--- config.mk ---
export PLATFORM = sky130hd
export DESIGN_NAME = pix_mem_arbiter
export DESIGN_NICKNAME = d
export VERILOG_FILES = /design/src/rtl/pix_mem_arbiter.sv
export SDC_FILE = /design/constraint.sdc
export NUM_CORES = 1
export LEC_CHECK = 0
export CORE_MARGIN = 3
export CORE_UTILIZATION = 40
export DETAILED_ROUTE_END_ITERATION = 6
export GPL_ROUTABILITY_DRIVEN = 0
export HOLD_SLACK_MARGIN = 0.05
export PLACE_DENSITY = 0.61
export SYNTH_ARGS = -nofsm -noshare
export SYNTH_HDL_FRONTEND = slang
export SYNTH_SLANG_ARGS = --single-unit
--- constraint.sdc ---
create_clock -name clk_clk -period 4.13 [get_ports clk_clk]
set_input_delay 0.6195 -clock clk_clk [delete_from_list [all_inputs] [get_ports clk_clk]]
set_output_delay 0.6195 -clock clk_clk [all_outputs]
set_load 0.02 [all_outputs]
--- src/rtl/pix_mem_arbiter.sv ---
// Single-port pixel SRAM arbiter: fixed-priority video reads, FIFO-buffered
// pixel writes, and a starvation guard that forces one write slot.
module pix_mem_arbiter #(
   parameter int unsigned ADDR_W        = 19,
   parameter int unsigned DATA_W        = 24,
   parameter int unsigned WR_FIFO_DEPTH = 4,
   parameter int unsigned STARVE_LIMIT  = 8
) (
   input  logic              clk_clk,
   input  logic              reset_reset_n,
   input  logic              rd_req,
   input  logic [ADDR_W-1:0] rd_addr,
   output logic              rd_gnt,
   output logic              rd_valid,
   output logic [DATA_W-1:0] rd_data,
   input  logic              wr_valid,
   input  logic [ADDR_W-1:0] wr_addr,
   input  logic [DATA_W-1:0] wr_data,
   output logic              wr_ready,
   output logic              wr_idle,
   output logic              mem_en,
   output logic              mem_we,
   output logic [ADDR_W-1:0] mem_addr,
   output logic [DATA_W-1:0] mem_wdata,
   input  logic [DATA_W-1:0] mem_rdata
);

   localparam int unsigned PTR_W = (WR_FIFO_DEPTH > 1) ? $clog2(WR_FIFO_DEPTH) : 1;
   localparam int unsigned CNT_W = $clog2(WR_FIFO_DEPTH + 1);
   localparam int unsigned STV_W = $clog2(STARVE_LIMIT + 1);
   localparam logic [CNT_W-1:0] DEPTH_C = CNT_W'(WR_FIFO_DEPTH);
   localparam logic [STV_W-1:0] LIMIT_C = STV_W'(STARVE_LIMIT);

   typedef enum logic [1:0] {
      GNT_IDLE,
      GNT_READ,
      GNT_WRITE
   } gnt_e;

   logic [ADDR_W-1:0] r_fifo_addr [WR_FIFO_DEPTH];
   logic [DATA_W-1:0] r_fifo_data [WR_FIFO_DEPTH];
   logic [PTR_W-1:0]  r_wr_ptr;
   logic [PTR_W-1:0]  r_rd_ptr;
   logic [CNT_W-1:0]  r_count;
   logic [CNT_W-1:0]  w_count_nxt;
   logic              r_wr_ready;
   logic [STV_W-1:0]  r_starve;
   logic [STV_W-1:0]  w_starve_nxt;
   logic              r_rd_capture;
   logic              r_rd_valid;
   logic [DATA_W-1:0] r_rd_data;
   logic              r_mem_en;
   logic              r_mem_we;
   logic [ADDR_W-1:0] r_mem_addr;
   logic [DATA_W-1:0] r_mem_wdata;

   gnt_e              w_gnt;
   logic              w_fifo_ne;
   logic              w_force;
   logic              w_push;
   logic              w_pop;
   logic              w_rd_issue;

   assign w_fifo_ne  = (r_count != '0);
   assign w_force    = w_fifo_ne && (r_starve == LIMIT_C);
   assign w_push     = wr_valid && r_wr_ready;
   assign w_pop      = (w_gnt == GNT_WRITE);
   assign w_rd_issue = r_mem_en && !r_mem_we;

   // Forced write outranks reads; otherwise reads win and writes fill the gaps.
   always_comb begin
      w_gnt = GNT_IDLE;
      if (w_force) begin
         w_gnt = GNT_WRITE;
      end else if (rd_req) begin
         w_gnt = GNT_READ;
      end else if (w_fifo_ne) begin
         w_gnt = GNT_WRITE;
      end
   end

   always_comb begin
      w_count_nxt = r_count;
      case ({w_push, w_pop})
         2'b10:   w_count_nxt = r_count + CNT_W'(1);
         2'b01:   w_count_nxt = r_count - CNT_W'(1);
         default: w_count_nxt = r_count;
      endcase
   end

   always_comb begin
      w_starve_nxt = r_starve;
      if (!w_fifo_ne || w_pop) begin
         w_starve_nxt = '0;
      end else if ((w_gnt == GNT_READ) && (r_starve != LIMIT_C)) begin
         w_starve_nxt = r_starve + STV_W'(1);
      end
   end

   always_ff @(posedge clk_clk) begin
      if (w_push) begin
         r_fifo_addr[r_wr_ptr] <= wr_addr;
         r_fifo_data[r_wr_ptr] <= wr_data;
      end
   end

   always_ff @(posedge clk_clk or negedge reset_reset_n) begin
      if (!reset_reset_n) begin
         r_wr_ptr   <= '0;
         r_rd_ptr   <= '0;
         r_count    <= '0;
         r_wr_ready <= 1'b1;
         r_starve   <= '0;
      end else begin
         if (w_push) r_wr_ptr <= r_wr_ptr + PTR_W'(1);
         if (w_pop)  r_rd_ptr <= r_rd_ptr + PTR_W'(1);
         r_count    <= w_count_nxt;
         r_wr_ready <= (w_count_nxt < DEPTH_C);
         r_starve   <= w_starve_nxt;
      end
   end

   always_ff @(posedge clk_clk or negedge reset_reset_n) begin
      if (!reset_reset_n) begin
         r_mem_en    <= 1'b0;
         r_mem_we    <= 1'b0;
         r_mem_addr  <= '0;
         r_mem_wdata <= '0;
      end else begin
         case (w_gnt)
            GNT_READ: begin
               r_mem_en   <= 1'b1;
               r_mem_we   <= 1'b0;
               r_mem_addr <= rd_addr;
            end
            GNT_WRITE: begin
               r_mem_en    <= 1'b1;
               r_mem_we    <= 1'b1;
               r_mem_addr  <= r_fifo_addr[r_rd_ptr];
               r_mem_wdata <= r_fifo_data[r_rd_ptr];
            end
            default: begin
               r_mem_en <= 1'b0;
               r_mem_we <= 1'b0;
            end
         endcase
      end
   end

   // SRAM data is valid the cycle after issue; it is captured only then.
   always_ff @(posedge clk_clk or negedge reset_reset_n) begin
      if (!reset_reset_n) begin
         r_rd_capture <= 1'b0;
         r_rd_valid   <= 1'b0;
         r_rd_data    <= '0;
      end else begin
         r_rd_capture <= w_rd_issue;
         r_rd_valid   <= r_rd_capture;
         if (r_rd_capture) r_rd_data <= mem_rdata;
      end
   end

   assign rd_gnt    = (w_gnt == GNT_READ);
   assign rd_valid  = r_rd_valid;
   assign rd_data   = r_rd_data;
   assign wr_ready  = r_wr_ready;
   assign wr_idle   = !w_fifo_ne && !(r_mem_en && r_mem_we);
   assign mem_en    = r_mem_en;
   assign mem_we    = r_mem_we;
   assign mem_addr  = r_mem_addr;
   assign mem_wdata = r_mem_wdata;

   a_no_overflow: assert property (@(posedge clk_clk) disable iff (!reset_reset_n)
      !(w_push && !w_pop && (r_count == DEPTH_C)));
   a_no_underflow: assert property (@(posedge clk_clk) disable iff (!reset_reset_n)
      !(w_pop && (r_count == '0)));

endmodule
==> results of run 1 <==
critical path: stages (launching register included):
cell and delay, ns:
dfrtp_1 0.41, inv_1 0.10, ha_1 0.17, nand3b_1 0.15, o21ai_0 0.28, inv_1 0.08, ha_1 0.26, clkdlybuf4s50_1 0.58
per-layer routing:
metal	routed length (um)	share of wire, %	up-vias	global-route usage, %
met4	443	2.2	8	3.87
li1	-	-	2221	-
met2	9660	48	174	26.0
met5	43	0.21	-	0
met3	1480	7.3	41	4.98
met1	8570	42	2586	19.9
sequential cells by signal, indices dropped and copies added, names as in the netlist, 2 cells and up, named ones only:
name and cells:
mem_wdata 24, r_fifo_addr 76, r_rd_ptr 2, r_fifo_data 96, r_starve 4, rd_data 24, r_count 2, mem_addr 19
r_wr_ptr 2
cells by family after synthesis:
| group | synth area share [%] |
|---|---|
| AOI/OAI and AO/OA | 2.39 |
| xor gates and xnor gates | 0.727 |
| adders and majority gates | 1.38 |
| buffers and inverters | 1.88 |
| DFF | 75.1 |
| muxes | 16.1 |
| and+or+nand+nor | 2.41 |
worst min-delay path by stage:
stage	from	to	slack (ns)	cells after the start
floorplan	reset_reset_n	async pin	0.32	0
global placement	mem_we	r_rd_capture	0.46	1
detailed placement	mem_we	r_rd_capture	0.47	1
CTS	reset_reset_n	mem_wdata[10]	0.36	1
global route	reset_reset_n	rd_data[13]	0.38	1
finish	reset_reset_n	rd_valid	0.29	1
power breakdown:
| group | switching, mW | internal, mW |
|---|---|---|
| clock | 0.943 | 1.40 |
| sequential | 0.478 | 3.37 |
| combinational | 1.16 | 1.41 |
| total | 2.58 | 6.18 |
cell usage in the layout (no fill, tap or decap), types with 2 or more instances in the layout:
master,synthesis,final
edfxtp_1,172,172
clkdlybuf4s50_1,0,161
dfrtp_1,82,80
mux2_2,50,50
mux4_2,37,37
clkbuf_16,0,28
and3_1,21,17
a221o_1,17,17
inv_1,10,10
ha_1,9,8
clkinv_2,0,8
buf_4,0,8
nand2_1,7,7
mux4_1,6,6
a21oi_1,5,5
xnor2_1,5,5
o21ai_0,4,4
and3_2,0,4
clkbuf_1,10,4
nor2_1,3,3
xor2_1,3,3
clkinv_1,0,3
nand3_1,2,2
a22oi_1,2,2
clkinvlp_4,0,2
clkbuf_8,0,2
bufinv_16,0,2
layout make-up:
cell class	instances	area [sq um]	area share [%]
clock buffers	34	743	5.96
clock inverters	16	135	1.08
repair buffers	169	1670	13.4
well taps	319	399	3.20
multi-input cells	180	2230	17.9
inverters	10	37.5	0.301
flip-flops and latches	255	7250	58.2
stage by stage:
step	total power, mW	std cells
detailed placement	6.52	933
global placement	6.44	933
CTS	8.89	983
finish	8.75	983
global route	9.20	983
floorplan	5.38	467
==> flow_summary_export.csv, run 1 <==
group,metric,value,unit
synthesis,yosysSeqAreaShare,75.1,%
min_path,hold_class,"primary input to async pin",
drt,drc,0,
cells_and_area,syn_to_final_growth,29.2,%
power_and_ir_drop,leakagePower,4.50,nW
grt,grt_pass1_vias,5479,
cells_and_area,drive_above_1_share,22.1,%
worst_setup_path,rr_worst_depth,8,
sta,rsz0062_at_grt,"false",
synthesis,ys.flop_type,"edfxtp_1",
synthesis,yosys_warnings,0,
power_and_ir_drop,ir_drop,0.418,mV
die,die-width,161,um
clock_network,post_cts_buffers,0,
power_and_ir_drop,powerDensity,702,mW/mm^2
sta,hold_ws,0.295,ns
drt,drt-total-wl,20200,um
sta,period_share,76.4,%
sta,tns,0,ns
clock_network,ctsResizeCount,0,
placement,pre_cts_ws,0.866,ns
cells_and_area,design_area,0.0125,sq mm
synthesis,synth-seq-cells,255,
synthesis,synth.top_cells.by_count,"edfxtp_1, dfrtp_1, mux2_2",
die,die_area,0.0260,sq mm
synthesis,synthArstFlopShare,32.5,%
worst_setup_path,r2r_slack,1.03,ns
run,drv_cap,0,
worst_setup_path,reg2reg_from,"r_starve[0]",
placement,dpl-instance-area,0.0116,sq mm
cells_and_area,n_antenna_cell,0,
worst_setup_path,critPathLaunchType,"flop",
synthesis,yosys.area.top_type,"edfxtp_1",
clock_network,hold_buffers,0,
sta,hold_violations,0,
grt,overflow,0,
cells_and_area,fillCellCount,1937,
synthesis,synth_nets,567,
run_status,status,"complete, no violations",
placement,hpwl,12800,um
drt,ant_nets,0,
drt,vias,5030,
worst_setup_path,worst-setup-path-type,"flop to output port",
sta,clock_skew,0.0101,ns
grt,gr-usage-all-layers,15.5,%
worst_setup_path,cp.arrival,2.54,ns
synthesis,syn_avg_cell_area,20.7,sq um
drt,firstDrtPassIters,4,
synthesis,synth_edf_count,172,
sta,relSlewSlack,26.8,%
worst_setup_path,crit_end,"rd_gnt",
die,ios,163,
sta,finalSetupViolations,0,
clock_network,clk_latency,0.52,ns
die,core_area,0.0236,sq mm
clock_network,clock_sinks,255,
synthesis,syn_inst,467,
clock_network,clockBufferDepth,3,
worst_setup_path,cp_max_fo,5,
worst_setup_path,startpoint,"r_starve[0]",
clock_network,cts-root-buf,"clkbuf_16",
cells_and_area,utilization,52.8,%
synthesis,yosysUniqueCellTypes,31,
drt,vias_per_cell,5.12,
synthesis,syn_area,0.00964,sq mm
sta,worstMarginPinSlew,1.10,ns
clock_network,htree_levels,1,
sta,finalCriticalPeriod,3.16,ns
drt,drtIter0Drc,300,
die,initial_core_util,40.8,%
worst_setup_path,r2r-end,"mem_addr[15]",
grt,grt_start_max_net_pins,84,
synthesis,synth_top_area_share,53.6,%
clock_network,cts_tree,"built",
worst_setup_path,end_kind,"output port",
drt,wl_per_cell,20.5,um
sta,report.final.slew_viol_count,0,
grt,antenna_found_initial,4,
clock_network,cts_buffers,27,
clock_network,clkTransAtPathRegs,0.05,ns
synthesis,yosysMostFrequentCell,"edfxtp_1",
synthesis,ys_top_cells_by_area,"edfxtp_1, dfrtp_1, mux4_2",
sta,fmax,317,MHz
grt,grt_pass1_wl,31300,um
worst_setup_path,required,3.51,ns
placement,port_buffers,162,
die,die_y,161,um
cells_and_area,nets,743,
die,rows,56,
sta,fin_ws,0.974,ns
Note: power is estimated with default switching activity, not from simulation.
==> run 2, diff against run 1 <==
--- a/config.mk
+++ b/config.mk
@@ -10,7 +10,7 @@
 export DETAILED_ROUTE_END_ITERATION = 6
 export GPL_ROUTABILITY_DRIVEN = 0
 export HOLD_SLACK_MARGIN = 0.05
-export PLACE_DENSITY = 0.61
+export PLACE_DENSITY = 0.63
 export SYNTH_ARGS = -nofsm -noshare
 export SYNTH_HDL_FRONTEND = slang
 export SYNTH_SLANG_ARGS = --single-unit
==> constraint.sdc (replaced) <==
create_clock -name clk_clk -period 2.55 [get_ports clk_clk]
set_input_delay 0.3825 -clock clk_clk [delete_from_list [all_inputs] [get_ports clk_clk]]
set_output_delay 0.3825 -clock clk_clk [all_outputs]
set_load 0.02 [all_outputs]
==> run 2 against run 1 <==
  * Design area grew 2.1%
  * Worst hold slack gained 0.066 ns
  * Wire length grew 1.6%
  * Setup slack lost 0.87 ns
  * Core utilization grew 1.1 points
  * Sequential share of layout area shrank 1.2 points
  * Highest routed layer unchanged
  * Combinational power grew 71%
  * Clock skew is essentially flat
==> flow_summary_export.csv, run 2 (synthesis results as in run 1) <==
group,metric,value,unit
sta,clock_skew,0.0103,ns
worst_setup_path,slowest_stage,"dfrtp_1",
placement,pre_cts_ws,-0.0269,ns
worst_setup_path,end_kind,"output port",
drt,vias,5050,
cells_and_area,multiInputGateArea,0.00224,sq mm
cells_and_area,nets,756,
clock_network,clkTransAtPathRegs,0.06,ns
drt,met2_length,10200,um
grt,grt_pass1_vias,5644,
drt,ant_nets,0,
worst_setup_path,cp_cell_sequence,"inv_1, ha_1, nand3b_1, o21ai_2, inv_1, ha_2, buf_2",
sta,finalCriticalPeriod,2.45,ns
clock_network,clk_latency,0.52,ns
drt,drtIter0Drc,263,
drt,drt-total-wl,20500,um
sta,hold_violations,0,
drt,met3_length,1490,um
worst_setup_path,cpPeakStageDelay,0.40,ns
sta,fin_ws,0.104,ns
die,initial_core_util,40.8,%
grt,gr-usage-all-layers,15.9,%
cells_and_area,fillCellCount,1884,
clock_network,clockBufferDepth,3,
worst_setup_path,reg2reg_from,"r_starve[0]",
power_and_ir_drop,leakagePower,4.61,nW
cells_and_area,syn_to_final_growth,31.9,%
drt,vias_per_cell,5.06,
grt,antenna_found_initial,1,
clock_network,clock_sinks,255,
run,drv_cap,0,
min_path,hold_class,"primary input to async pin",
drt,wl_per_cell,20.6,um
worst_setup_path,critPathMostFrequentCell,"inv_1",
worst_setup_path,r2r_slack,0.16,ns
drt,top_layer,"met5",
clock_network,cts-root-buf,"clkbuf_16",
worst_setup_path,critPathLaunchType,"flop",
cells_and_area,drive_above_1_share,24.0,%
die,die-width,161,um
clock_network,cts_tree,"built",
sta,report.final.slew_viol_count,0,
cells_and_area,mostFrequentLayoutCell,"edfxtp_1",
cells_and_area,reg_top3,"r_fifo_data: 96 flops, r_fifo_addr: 76 flops",
grt,overflow,0,
grt,grt_pass1_wl,32200,um
worst_setup_path,required,2.17,ns
placement,port_buffers,162,
sta,relSlewSlack,37.6,%
worst_setup_path,rr_worst_depth,10,
die,core_area,0.0236,sq mm
clock_network,htree_levels,1,
die,die_area,0.0260,sq mm
cells_and_area,largest_register_ffs,96,
sta,worstMarginPinSlew,0.936,ns
drt,firstDrtPassIters,6,
drt,drc,0,
placement,hpwl,12900,um
clock_network,cts_buffers,28,
worst_setup_path,cp.arrival,2.06,ns
sta,period_share,95.9,%
worst_setup_path,r2r-end,"mem_addr[17]",
drt,wl_met1,8430,um
die,ios,163,
power_and_ir_drop,powerDensity,1140,mW/mm^2
sta,fmax,409,MHz
die,rows,56,
cells_and_area,regArea,0.00725,sq mm
power_and_ir_drop,ir_drop,0.631,mV
worst_setup_path,worst-setup-path-type,"flop to output port",
grt,grt_start_max_net_pins,45,
run_status,status,"complete, no violations",
worst_setup_path,cp_max_fo,5,
die,die_y,161,um
sta,tns,0,ns
sta,finalSetupViolations,0,
cells_and_area,top_register,"r_fifo_data",
cells_and_area,final_cell_mix,"edfxtp_1, clkdlybuf4s50_1, dfrtp_1, mux2_2, mux4_2",
-- run 2: area by class of cell --
type | count | area share, %
diodes | 1 | 0.0197
clock buffers | 40 | 6.26
clock inverters | 12 | 1.15
inverters | 10 | 0.325
multi-input cells | 180 | 17.6
flip-flops and latches | 255 | 57.0
well taps | 319 | 3.14
repair buffers | 181 | 14.5
-- run 2: how the worst max path moves through the flow --
stage | from | end | slack (ns) | cells after the start
3_3_place_gp | r_starve[0] | mem_addr[13] | 0.13 | 9
3_5_place_dp | r_starve[0] | mem_addr[0] | -0.03 | 9
4_1_cts | r_starve[0] | rd_gnt | -0.02 | 7
2_1_floorplan | r_starve[0] | mem_wdata[0] | 0.35 | 8
5_1_grt | r_starve[0] | rd_gnt | -0.01 | 7
6_report | r_starve[0] | rd_gnt | 0.10 | 7
-- run 2: through the flow --
stage               utilization, %  instance area (sq um)  total power, mW  hold WS (ns)  cells
floorplan                        -                   9640             8.71        0.0869    467
global placement              49.7                  11700             10.6         0.319    941
detailed placement            49.7                  11700             10.7         0.322    941
CTS                           53.8                  12700             14.8         0.339    994
global route                  53.9                  12700             15.3         0.390    997
finish                        53.9                  12700             14.6         0.361    998
-- run 2: power by group --
group | switching (mW) | internal (mW) | leakage [nW]
Sequential | 0.705 | 5.46 | 2.55
Combinational | 1.98 | 2.40 | 1.61
Clock | 1.53 | 2.48 | 0.457
-- run 2: per-layer routing --
layer	up-vias	track usage (%)
li1	2254	-
met1	2598	20.3
met2	168	27.0
met3	28	4.82
met4	2	3.48
met5	-	0
-- run 2: worst max-delay path, delay by kind of cell (launching register included) --
family                     cells  cell delay, ns
AOI/OAI and AO/OA              1            0.22
adders and majority gates      2            0.39
DFF                            1            0.40
buffers and inverters          3            0.33
and+or+nand+nor                1            0.19
-- run 2: timing repair --
| item | in CTS | in global routing |
|---|---|---|
| setup endpoints to repair | 19 | 18 |
| endpoints found under the hold margin | 22 | 0 |
| gates resized for setup | 7 | 4 |
| hold buffers | 1 | 0 |
| buffers inserted | 0 | 3 |
| pin swaps | 0 | 1 |
==> RTL edit 1: new RTL, flow settings as in run 2 <==
Change the parameter `DATA_W` from 24 to 16.
--- a/src/rtl/pix_mem_arbiter.sv
+++ b/src/rtl/pix_mem_arbiter.sv
@@ -2,7 +2,7 @@
 // pixel writes, and a starvation guard that forces one write slot.
 module pix_mem_arbiter #(
    parameter int unsigned ADDR_W        = 19,
-   parameter int unsigned DATA_W        = 24,
+   parameter int unsigned DATA_W        = 16,
    parameter int unsigned WR_FIFO_DEPTH = 4,
    parameter int unsigned STARVE_LIMIT  = 8
 ) (
Ports: changed (resized mem_rdata, mem_wdata, rd_data and wr_data); port bits go from 163 to 131. The function was not compared with the original's and may differ.
==> RTL edit 1 against run 2 <==
  * Clock power shrank 18%
  * Routed wire length fell by 19%
  * Non-clock buffer count is 34 lower
  * Sequential share of layout area shrank 0.77 points
  * Largest cell class unchanged
  * Synthesized cell count is 7.9% lower
  * Total power fell by 19%
  * Setup slack better by 0.082 ns
  * Sequential cell count fell by 48
  * Design area decreased by 18%
  * First-iteration DRC count is 25% lower
  * Combinational power shrank 19%
  * Largest power group unchanged
  * Critical path type unchanged
  * Synthesized area decreased by 17%
==> RTL edit 1: results (changes against run 2) <==
status=completed (unchanged); asr flop ratio synth=0.3237 (was 0.3255); Post-Layout Cell Count=860 (was 998); clock latency on the worst-skew pair=0.49 ns (was 0.52 ns); largest net degree at the start of global routing=43 (was 45); critical setup path kind=register to primary output (unchanged); Final clock-cell share=0.07359 (was 0.07415); Clock Skew=0.01115 ns (was 0.01025 ns); global-route wire length before repair=26650 um (was 32170 um); Synth Area in XOR/XNOR=0.008768 (was 0.007265); total track usage=0.1561 (was 0.1585); vias in the first global route=4928 (was 5644); register area=5886 um^2 (was 7248 um^2); drt first pass iters=4 (was 6); worst hold path class=register to register (was input port to async pin); Area after DPL=9672 um^2 (was 11730 um^2); synth unique cells=32 (was 31); 1st-iter DRT viols=197 (was 263); nonclk buf count=147 (was 181); multi-input logic area=1968 um^2 (was 2240 um^2); initial antenna violation count=0 (was 1); multi-input combinational gate total=192 (was 180); Syn Nets=514 (was 567); Peak VDD IR=0.4994 mV (was 0.6305 mV); portion of netlist area occupied by mux cells=0.1453 (was 0.1611); clk sinks=207 (was 255); # placed instances=819 (was 941); PortBufs=130 (was 162); Hold Path Stages=1; Post-Place Setup Slack=0.06484 ns (was -0.02692 ns); Num CTS Buffers=22 (was 28); synth cell count leaders=edfxtp_1, dfrtp_1, mux2i_1, mux2_2, o21ai_0 (was edfxtp_1, dfrtp_1, mux2_2, mux4_2, and3_1); Post-synth EDFFs=140 (was 172); Clock Buffer Count=31 (was 40); area growth from synthesis to layout=31.06% (was 31.93%); final wirelength=16640 um (was 20510 um); Leak Pwr=3.876 nW (was 4.614 nW); ant diodes=0 (was 1); Final nets=664 (was 756); synthesized instance count=430 (was 467); non-clk buf share=0.1413 (was 0.1453); Post-Synth Adder-Cell Area=0.01660 (was 0.01375); hold slack=0.4630 ns (was 0.3610 ns); largest cells by area after synthesis=edfxtp_1, dfrtp_1, mux2i_1, mux4_2, mux2_2 (was edfxtp_1, dfrtp_1, mux4_2, mux2_2, a221o_1); Top reg by flops=r_fifo_addr (was r_fifo_data); layout cell share with drive strength beyond 1=0.1882 (was 0.2404); sequential area share after synthesis=0.7360 (was 0.7510); area of the core=19530 um^2 (was 23610 um^2); fmax=423.1 MHz (was 408.9 MHz); via count=4393 (was 5050); worst-margin pin slew=0.6338 ns (was 0.9361 ns)
RTL edit 1: power breakdown:
part	internal, W	switching, W	total (W)
registers	0.00443	0.000579	0.00501
clock network	0.00209	0.00121	0.00330
logic	0.00188	0.00166	0.00353
RTL edit 1: critical path, stage by stage (launching register included):
cell and delay [ns]:
dfrtp_1 0.40, inv_1 0.08, ha_1 0.16, nand3b_1 0.16, a21oi_2 0.21, inv_1 0.06
ha_1 0.24, clkbuf_2 0.18
RTL edit 1: routing by layer:
metal | share of wire | GRT usage
met3 | 0.056 | 0.03455
met4 | 0.015 | 0.04427
met5 | 0 | 0
met2 | 0.49 | 0.2622
met1 | 0.44 | 0.2066
RTL edit 1: what timing repair did:
action                     in CTS  in global routing
cloned                          0                  0
setup buffers                   1                  0
hold endpoints to repair       40                  0
hold buffers                    1                  0
setup endpoints to repair       1                  5
resized for setup               4                  5
==> RTL edit 2: new RTL, config.mk and constraints of run 2 <==
Made on the original files. Reset style: synchronous (`reset_reset_n`), changed in 3 clocked blocks.
--- a/src/rtl/pix_mem_arbiter.sv
+++ b/src/rtl/pix_mem_arbiter.sv
@@ -104,7 +104,7 @@
       end
    end
 
-   always_ff @(posedge clk_clk or negedge reset_reset_n) begin
+   always_ff @(posedge clk_clk) begin
       if (!reset_reset_n) begin
          r_wr_ptr   <= '0;
          r_rd_ptr   <= '0;
@@ -120,7 +120,7 @@
       end
    end
 
-   always_ff @(posedge clk_clk or negedge reset_reset_n) begin
+   always_ff @(posedge clk_clk) begin
       if (!reset_reset_n) begin
          r_mem_en    <= 1'b0;
          r_mem_we    <= 1'b0;
@@ -148,7 +148,7 @@
    end
 
    // SRAM data is valid the cycle after issue; it is captured only then.
-   always_ff @(posedge clk_clk or negedge reset_reset_n) begin
+   always_ff @(posedge clk_clk) begin
       if (!reset_reset_n) begin
          r_rd_capture <= 1'b0;
          r_rd_valid   <= 1'b0;
Formal check against the unedited RTL: differs if reset_reset_n is asserted again (counterexample within 4 cycles, from zero or initial values and one cycle with reset_reset_n low); with reset_reset_n held inactive, the same outputs for 4 cycles.
==> RTL edit 2 against run 2 <==
  * Largest cell class unchanged
  * Total power down 17%
  * Setup slack improved by 0.11 ns
  * Sequential cell count increased by 2
  * Sequential share of layout area fell by 1.3 points
  * Largest power group unchanged
  * Non-clock buffer count unchanged
  * Routed wire length is 3.4% lower
  * Synthesized area decreased by 2.1%
  * Design area decreased by 3.1%
  * First-iteration DRC count up 13%
  * Critical path type is now register to register
==> RTL edit 2: results (changes against run 2) <==
1st-iter DRT viols=297 (was 263); Peak VDD IR=0.4052 mV (was 0.6305 mV); Syn Nets=660 (was 567); Area after DPL=11480 um^2 (was 11730 um^2); grt met1 use=0.1919 (was 0.2028); asr flop ratio synth=0 (was 0.3255); Leak Pwr=4.141 nW (was 4.614 nW); Clock Skew=0.006522 ns (was 0.01025 ns); vias per cell=4.934 (was 5.060); Worst slew margin=0.3455 (was 0.3759); synth cell count leaders=edfxtp_1, dfxtp_1, nand2_1, mux4_2, nor2_1 (was edfxtp_1, dfrtp_1, mux2_2, mux4_2, and3_1); Post-DP HPWL=12670 um (was 12890 um); largest net degree at the start of global routing=57 (was 45); Filler cells=1841 (was 1884); sequential area share after synthesis=0.7271 (was 0.7510); vias in the first global route=5801 (was 5644); global-route wire length before repair=31750 um (was 32170 um); layout cell share with drive strength beyond 1=0.1535 (was 0.2404); initial antenna violation count=0 (was 1); total track usage=0.1557 (was 0.1585); WP data arrival=2.75 ns (was 2.06 ns); synthesized instance count=562 (was 467); status=completed (unchanged); Final nets=840 (was 756); Post-Place Setup Slack=0.08824 ns (was -0.02692 ns); worst hold path class=register to register (was input port to async pin)
[RTL edit 2: changes by cell type after synthesis, sizes merged, moves of 25 or more]
cell,run 2,this run
a21oi,5,31
nor2,3,39
dfxtp,0,85
dfrtp,82,0
mux2i,0,25
mux2,50,0
nand2,7,55
[RTL edit 2: timing repair]
item | in CTS | in global routing
gates resized for setup | 1 | 2
setup endpoints to repair | 1 | 1
hold endpoints to repair | 0 | 0
[RTL edit 2: kinds of logic (layout without fill, tap and decap cells)]
| family | Yosys count | count (layout) | share of synthesized area |
|---|---|---|---|
| muxes | 68 | 68 | 0.1290 |
| AOI/OAI and AO/OA | 59 | 59 | 0.04677 |
| and+or+nand+nor | 123 | 123 | 0.05829 |
| DFF | 257 | 257 | 0.7271 |
| adders and majority gates | 8 | 8 | 0.01139 |
| buffers and inverters | 39 | 239 | 0.02000 |
| xor gates and xnor gates | 8 | 8 | 0.007419 |
[RTL edit 2: layout make-up]
type | instances | area [um^2] | share of cell area
Tap cell | 313 | 391.6 | 0.03175
Clock buffer | 35 | 725.7 | 0.05884
Multi-Input combinational cell | 266 | 2412 | 0.1956
Timing Repair Buffer | 181 | 1778 | 0.1441
Sequential cell | 257 | 6868 | 0.5568
Clock inverter | 13 | 120.1 | 0.009738
Inverter | 10 | 38.79 | 0.003145
[RTL edit 2: final timing paths]
kind                                to  depth (start not counted)  slack [ns]                      start
min          mem_wdata[8]$_SDFFE_PN0N_                          2        0.46  mem_wdata[8]$_SDFFE_PN0N_
min reg2reg  mem_wdata[8]$_SDFFE_PN0N_                          2        0.46  mem_wdata[8]$_SDFFE_PN0N_
max                wr_ready$_SDFF_PN1_                         11        0.21   r_starve[0]$_SDFFE_PP0P_
max reg2reg        wr_ready$_SDFF_PN1_                         11        0.21   r_starve[0]$_SDFFE_PP0P_
[RTL edit 2: routing by layer]
metal  vias up  wire length [um]
li1       2485                 -
met1      2629              7877
met2       158             10300
met3        32              1176
met4         0               471
met5         -                 0
[RTL edit 2: power by group]
| part | leakage, nW | switching [W] | internal [W] |
|---|---|---|---|
| sequential | 2.27 | 0.000237 | 0.00509 |
| combinational | 1.45 | 0.00158 | 0.00143 |
| clock | 0.413 | 0.00148 | 0.00220 |
| total | 4.14 | 0.00330 | 0.00871 |
[RTL edit 2: worst max-delay path, stage by stage, from the launching register on]
cell      delay [ns]
dfxtp_1         0.37
inv_1           0.06
ha_1            0.20
and3b_1         0.22
o21ai_4         0.15
clkinv_2        0.08
ha_1            0.22
fa_1            0.39
xnor2_1         0.18
nor2_1          0.07
xnor2_1         0.14
nand2b_1        0.14
